[src/rtl/ram_block_reader.sv]
// Burst read engine for a registered (1-cycle latency) RAM read port.
// Issues sequential reads and returns the words on a valid/ready stream through a 2-entry skid FIFO.
module ram_block_reader #(
   parameter int ADDR_WIDTH = 8,
   parameter int DATA_WIDTH = 8
) (
   input  logic                  clk,
   input  logic                  reset,
   input  logic                  start,
   input  logic [ADDR_WIDTH-1:0] base_address,
   input  logic [ADDR_WIDTH:0]   length,
   output logic                  busy,
   output logic                  done,
   output logic                  ram_output_enable,
   output logic [ADDR_WIDTH-1:0] ram_address,
   input  logic [DATA_WIDTH-1:0] ram_data_out,
   output logic [DATA_WIDTH-1:0] stream_data,
   output logic                  stream_valid,
   input  logic                  stream_ready,
   output logic                  stream_last
);

   localparam logic [ADDR_WIDTH-1:0] ADDR_ONE = {{(ADDR_WIDTH-1){1'b0}}, 1'b1};
   localparam logic [ADDR_WIDTH:0]   LEN_ONE  = {{ADDR_WIDTH{1'b0}}, 1'b1};

   typedef enum logic [1:0] {S_IDLE, S_RUN, S_FINISH} state_t;

   state_t                r_state;
   state_t                w_state_nxt;
   logic [ADDR_WIDTH-1:0] r_addr;
   logic [ADDR_WIDTH:0]   r_remaining;
   logic                  r_inflight;
   logic                  r_inflight_last;
   logic [DATA_WIDTH-1:0] r_fifo_data [2];
   logic [1:0]            r_fifo_last;
   logic                  r_rd_ptr;
   logic                  r_wr_ptr;
   logic [1:0]            r_count;

   logic                  w_push;
   logic                  w_pop;
   logic                  w_issue;
   logic [2:0]            w_occupancy;

   assign w_push      = r_inflight;
   assign w_pop       = stream_valid && stream_ready;
   // Slots already claimed once this cycle's pop is accounted for.
   assign w_occupancy = {1'b0, r_count} + {2'b00, r_inflight} - {2'b00, w_pop};
   assign w_issue     = (r_state == S_RUN) && (r_remaining != '0) && (w_occupancy < 3'd2);

   always_comb begin
      w_state_nxt = r_state;
      case (r_state)
         S_IDLE: begin
            if (start) begin
               w_state_nxt = (length == '0) ? S_FINISH : S_RUN;
            end
         end
         S_RUN: begin
            if ((r_remaining == '0) && !r_inflight &&
                ((r_count == 2'd0) || ((r_count == 2'd1) && w_pop))) begin
               w_state_nxt = S_FINISH;
            end
         end
         S_FINISH: w_state_nxt = S_IDLE;
         default:  w_state_nxt = S_IDLE;
      endcase
   end

   always_ff @(posedge clk or posedge reset) begin
      if (reset) begin
         r_state <= S_IDLE;
      end else begin
         r_state <= w_state_nxt;
      end
   end

   always_ff @(posedge clk or posedge reset) begin
      if (reset) begin
         r_addr          <= '0;
         r_remaining     <= '0;
         r_inflight      <= 1'b0;
         r_inflight_last <= 1'b0;
         r_fifo_last     <= '0;
         r_rd_ptr        <= 1'b0;
         r_wr_ptr        <= 1'b0;
         r_count         <= '0;
      end else begin
         if ((r_state == S_IDLE) && start) begin
            r_addr      <= base_address;
            r_remaining <= length;
         end else if (w_issue) begin
            r_addr      <= r_addr + ADDR_ONE;
            r_remaining <= r_remaining - LEN_ONE;
         end
         r_inflight      <= w_issue;
         r_inflight_last <= w_issue && (r_remaining == LEN_ONE);
         if (w_push) begin
            r_fifo_last[r_wr_ptr] <= r_inflight_last;
            r_wr_ptr              <= ~r_wr_ptr;
         end
         if (w_pop) begin
            r_rd_ptr <= ~r_rd_ptr;
         end
         r_count <= r_count + {1'b0, w_push} - {1'b0, w_pop};
      end
   end

   // Payload storage needs no reset: the valid count alone qualifies it.
   always_ff @(posedge clk) begin
      if (w_push) begin
         r_fifo_data[r_wr_ptr] <= ram_data_out;
      end
   end

   assign busy              = (r_state == S_RUN);
   assign done              = (r_state == S_FINISH);
   assign ram_output_enable = w_issue;
   assign ram_address       = r_addr;
   assign stream_valid      = (r_count != 2'd0);
   assign stream_data       = stream_valid ? r_fifo_data[r_rd_ptr] : '0;
   assign stream_last       = stream_valid && r_fifo_last[r_rd_ptr];

   a_no_overflow: assert property (@(posedge clk) disable iff (reset)
      !(w_push && !w_pop && (r_count == 2'd2)));
   a_strobe_in_run: assert property (@(posedge clk) disable iff (reset)
      !(ram_output_enable && (r_state != S_RUN)));

endmodule

[config.mk]
export PLATFORM = sky130hd
export DESIGN_NAME = ram_block_reader
export DESIGN_NICKNAME = d
export VERILOG_FILES = /design/src/rtl/ram_block_reader.sv
export SDC_FILE = /design/constraint.sdc
export NUM_CORES = 1
export LEC_CHECK = 0
export BUFFER_PORTS_ARGS = -buffer_cell sky130_fd_sc_hd__clkbuf_2
export CAP_MARGIN = 15
export CORE_MARGIN = 4
export CORE_UTILIZATION = 60
export CTS_BUF_LIST = sky130_fd_sc_hd__clkbuf_4
export DETAILED_ROUTE_END_ITERATION = 7
export HOLD_SLACK_MARGIN = 0.03
export PLACE_DENSITY = 0.95
export SYNTH_ARGS = -nofsm -noshare
export SYNTH_HDL_FRONTEND = slang
export SYNTH_SLANG_ARGS = --single-unit
export TNS_END_PERCENT = 10
[constraint.sdc]
create_clock -name clk -period 8 [get_ports clk]
set_input_delay 1.2 -clock clk [delete_from_list [all_inputs] [get_ports clk]]
set_output_delay 1.2 -clock clk [all_outputs]
set_load 0.1 [all_outputs]
Word-level counts from Yosys, hierarchy flattened. Memories as Yosys holds them, arrays and structs flattened. Index checks and enable logic that the tools add are counted. W data, S select, Z words.

Reductions and logical operators: 20. Bitwise gates (word level): 2. Add/subtract/negate cells: 6. $lt $le $gt $ge: 4. Multiplexer cells: 16. Equal/unequal tests: 6.

Operators with widths (number): $mux W8 (3); $logic_not A9 Y1 (2); $mux W9 (2); $logic_and A1 B1 Y1 (10); $eq A9 B1 Y1 const B (1); $reduce_bool A9 Y1 (1); $sub A9 B1 Y9 const B (1); $add A8 B1 Y8 const B (1); $mux W2 (3); $mux W1 (5); $eq A2 B1 Y1 const B (2); $logic_not A2 Y1 (2); $lt A1 B2 Y1 const B (2); $pmux W2 S2 (1); $reduce_bool A2 Y1 (2); $add A2 B1 Y3 (1); $lt A3 B2 Y1 const B (1); $sub A3 B1 Y3 (1); $add A2 B1 Y2 (1); $bwmux W2 (1); $eq A2 B2 Y1 const B (1); $ne A2 B1 Y1 const B (1); $ne A2 B2 Y1 const B (1); $not A1 Y1 (2); other kinds (6) (6).

Register bits: 27. Memory bits (writable): 16. Memories: 1. Output and inout bits: 21. Logic and storage cells: 64. Bits of input ports: 29.

Memories: r_fifo_data (words 2, width 8, rd ports 1, clocked after Yosys merged registers in 0, wr ports 1, RTL line 34) `logic [DATA_WIDTH-1:0] r_fifo_data [2];`.

Longest topological paths before layout.
Depth after elaboration: 7. Gate-level depth with buffers: 12. Gate-level depth less buffers: 11.

Worst setup path after synthesis. OpenSTA, ideal clock, no wires.

Kind: input to output. From: in stream_ready. To: out ram_output_enable. Cell stages on the path: 10. Buffers on the path: 1. Required time: 6.800 ns. Setup slack: 3.324 ns. Data arrival time: 3.476 ns. Path through: inv_1 -> nor2_1 -> ha_1 -> inv_1 -> ha_1 -> fa_1 -> nor3b_1 -> o311ai_4 -> inv_4 -> buf_2.

Cells in the longest elaborated chain, start to end: 4.

Ends and longest elaborated chain: from (decl) (RTL line 19) `input logic stream_ready,`; $logic_and A1 B1 Y1 (RTL line 46) `assign w_pop = stream_valid && stream_ready;`; net w_pop (RTL line 41) `logic w_pop;`; $sub A3 B1 Y3 (RTL line 48) `assign w_occupancy = {1'b0, r_count} + {2'b00, r_inflight} - {2'b00, w_pop};`; net w_occupancy[1] (RTL line 43) `logic [2:0] w_occupancy;`; $lt A3 B2 Y1 (RTL line 49) `assign w_issue = (r_state == S_RUN) && (r_remaining != '0) && (w_occupancy < 3'd2);`; $logic_and A1 B1 Y1 (RTL line 49); to (decl) (RTL line 14) `output logic ram_output_enable,`.

The timed path passes the listed nets, and every way through them passes these cells.

Worst setup path in the final report.
From: reg r_count[1]. To: out ram_output_enable.

Cells in the longest elaborated chain, start to end: 5. Elaborated cells on any way between the ends: 6. Those cells by class: add/sub: 2; order compare: 1; reduce/logical: 3.

Ends and longest elaborated chain: from (decl) (RTL line 38) `logic [1:0] r_count;`; from (signal assigned) (RTL line 105) `r_count <= r_count + {1'b0, w_push} - {1'b0, w_pop};`; $reduce_bool A2 Y1 (RTL line 120) `assign stream_valid = (r_count != 2'd0);`; $logic_and A1 B1 Y1 (RTL line 46); net w_pop (RTL line 41); $sub A3 B1 Y3 (RTL line 48); net w_occupancy[1] (RTL line 43); $lt A3 B2 Y1 (RTL line 49); $logic_and A1 B1 Y1 (RTL line 49).

The timed path passes the listed nets, and every way through them passes these cells.

==> flow_summary.json <==
{
  "finalHoldViolCount": 0,
  "netlist_area_um2": 2160,
  "max-slew-margin-rel_pct": 26.6,
  "tightest_slew_ns": 1.10,
  "drt-total-wl_mm": 4.50,
  "ys_seq_area_share_pct": 53.6,
  "rows": 21,
  "vias": 1669,
  "required_ns": 6.80,
  "cts_tree": "yes",
  "ys_ff_latch": 43,
  "syn_area_per_cell_um2": 11.5,
  "dp_hpwl_mm": 3.32,
  "worstPathMaxFanout": 24,
  "post-cts-setup-buffers": 0,
  "root_buffer": "clkbuf_4",
  "setup_viol_count_final": 0,
  "synth_cell_types": 37,
  "detail-route-antenna-nets": 0,
  "antenna_cells": 0,
  "gp_congestion": 0.798,
  "min_period_over_period_pct": 67.4,
  "timing.hold.ws_ns": 0.504,
  "final_cell_area_um2": 2520,
  "drv_cap": 0,
  "min_path_type": "reg -> reg",
  "clock_skew_ns": 0.0128,
  "final_cell_mix": "clkbuf_2 (49), dfrtp_1 (27), nor2_1 (23)",
  "wire_per_inst_um": 15.9,
  "drt-pass1-iter-count": 4,
  "track_usage_pct": 21.0,
  "crit_family": "simple AND/OR/NAND/NOR gates",
  "cts_buffer_depth": 2,
  "final_nets": 271,
  "ctsHoldBuffers": 0,
  "core-area_um2": 3420,
  "final_common_cell": "clkbuf_2",
  "critPathKind": "reg -> out",
  "max_freq_mhz": 185,
  "status": "finished clean",
  "clock_latency_ns": 0.36,
  "crit_chain": "nor2_1 -> nor2_1 -> ha_1 -> inv_1 -> ha_1 -> fa_1 -> nor3b_1 -> o311ai_4 -> inv_4 -> clkbuf_2",
  "ctsResizeCount": 0,
  "fin_setup_tns_ns": 0,
  "drive_gt1_share_pct": 32.5,
  "end_kind": "primary output",
  "clk_pin_slew_ns": 0.14,
  "yosys_warnings": 0,
  "die_w_um": 67.9,
  "antenna_found_initial": 0,
  "n_fill_cell": 257,
  "port_buffers": 49,
  "grt_max_degree": 28,
  "grt_pass1_wl_mm": 7.10,
  "critPathArrivalTime_ns": 4.19,
  "cp_slowest_cell": "nor2_1",
  "synth_nets": 222,
  "synth_top_area_share_pct": 31.3,
  "fin_crit_ns": 5.39,
  "numCtsBuffers": 5,
  "rsz0062_at_grt": "false",
  "ys_top_cells_by_area": "dfrtp_1 (31%), edfxtp_1 (22%), mux2i_1 (7.4%)",
  "die_h_um": 67.9,
  "drtIter0Drc": 71,
  "io_pins": 50,
  "grt_pass1_vias": 1549,
  "start_util_pct": 63.1,
  "drc": 0,
  "slowest_delay_ns": 0.56,
  "gr-total-overflow": 0,
  "syn_to_final_growth_pct": 16.8,
  "dpl_cell_area_um2": 2430,
  "postSynthCellCount": 187,
  "die-area_um2": 4620,
  "clock_sinks": 43,
  "crit_buf_inv": 3,
  "htreeDepth": 2,
  "yosysTopAreaCell": "dfrtp_1",
  "avgViaCountPerCell": 5.90,
  "startpoint_type": "flip-flop",
  "report.final.slew_viol_count": 0
}
==> path summary, 6_finish.rpt <==
| path | from | end | slack, ns | cells past startpoint |
|---|---|---|---|---|
| worst max-delay path | r_count[1] | ram_output_enable | 2.61 | 10 |
| worst min-delay path | r_wr_ptr | r_wr_ptr | 0.50 | 1 |
| worst max register to register | r_count[1] | r_remaining[7] | 3.98 | 11 |
| worst min register to register | r_wr_ptr | r_wr_ptr | 0.50 | 1 |
| max in group asynchronous | reset | r_fifo_last[1] | 6.89 | 3 |
| min in group asynchronous | reset | r_remaining[8] | 0.71 | 2 |
==> layout make-up <==
class	count	area (um2)	share of cell area, %
Clock buffer	5	37.5	1.49
Timing Repair Buffer	50	273	10.8
Multi-Input combinational cell	125	927	36.8
Sequential cell	43	1160	45.9
Inverter	11	43.8	1.74
Tap cell	46	57.6	2.29
Clock inverter	3	23.8	0.944
==> worst register-to-register path, delay by kind of cell (launching register included) <==
| family | cells | cell delay (ns) |
|---|---|---|
| AOI/OAI and AO/OA | 2 | 0.58 |
| adders and majority gates | 3 | 1.03 |
| buffers and inverters | 2 | 0.35 |
| DFF | 1 | 0.44 |
| muxes | 1 | 0.33 |
| and+or+nand+nor | 3 | 1.18 |
==> metrics by stage <==
stage / setup WS [ns] / utilization [%] / instances
final: 2.61 / 73.7 / 283
after global routing: 2.36 / 73.7 / 283
after CTS: 2.60 / 72.9 / 282
after detailed placement: 2.74 / 71.1 / 274
after global placement: 2.96 / 71.1 / 274
after floorplan: 3.32 / - / 187
==> cells by family after synthesis <==
group	Yosys count	synth area share [%]
and+or+nand+nor	69	16.5
DFF	43	53.6
AOI/OAI and AO/OA	25	10.4
muxes	22	10.7
buffers and inverters	19	3.60
adders and majority gates	6	3.83
xor gates and xnor gates	3	1.22
==> registers in the layout (all words and copies together), names as in the netlist, 2 cells and up <==
register / count
r_state: 2
r_fifo_data: 16
ram_address: 8
r_count: 2
r_fifo_last: 2
r_remaining: 9
==> cell usage after synthesis <==
| cell type | number |
|---|---|
| nor4_1 | 1 |
| or4_4 | 1 |
| or4_1 | 2 |
| nor3b_1 | 5 |
| o311ai_4 | 1 |
| edfxtp_1 | 16 |
| mux2_2 | 5 |
| clkbuf_1 | 5 |
| and4_1 | 1 |
| inv_4 | 1 |
| nand4_1 | 3 |
| a221o_1 | 4 |
| a22o_1 | 1 |
| a31oi_1 | 1 |
| or3b_2 | 2 |
| and3_1 | 2 |
| o21a_1 | 1 |
| o21ai_0 | 2 |
| ha_1 | 5 |
| inv_1 | 10 |
| nor3_1 | 8 |
| nor2b_1 | 4 |
| dfrtp_1 | 27 |
| buf_2 | 3 |
| xor2_1 | 3 |
| o221a_2 | 7 |
| nand2_1 | 7 |
| and2_1 | 1 |
| a221oi_1 | 1 |
| mux2i_1 | 16 |
| o22ai_1 | 1 |
| mux2_4 | 1 |
| nor2_1 | 23 |
| a211oi_1 | 1 |
| nand3_1 | 9 |
| fa_1 | 1 |
| a21oi_1 | 5 |
==> per-layer routing <==
layer | wire [um] | part of all wire, % | global-route usage (%) | vias to the layer above
met3 | 341 | 7.6 | 5.75 | 14
li1 | - | - | - | 791
met1 | 1760 | 39 | 25.4 | 797
met2 | 2260 | 50 | 34.7 | 67
met4 | 133 | 3.0 | 9.93 | 0
met5 | 0 | 0 | 0 | -
Power is left out: the tool's default activity adds up to more than one toggle a clock period on the data nets, which glitch-free logic cannot reach.
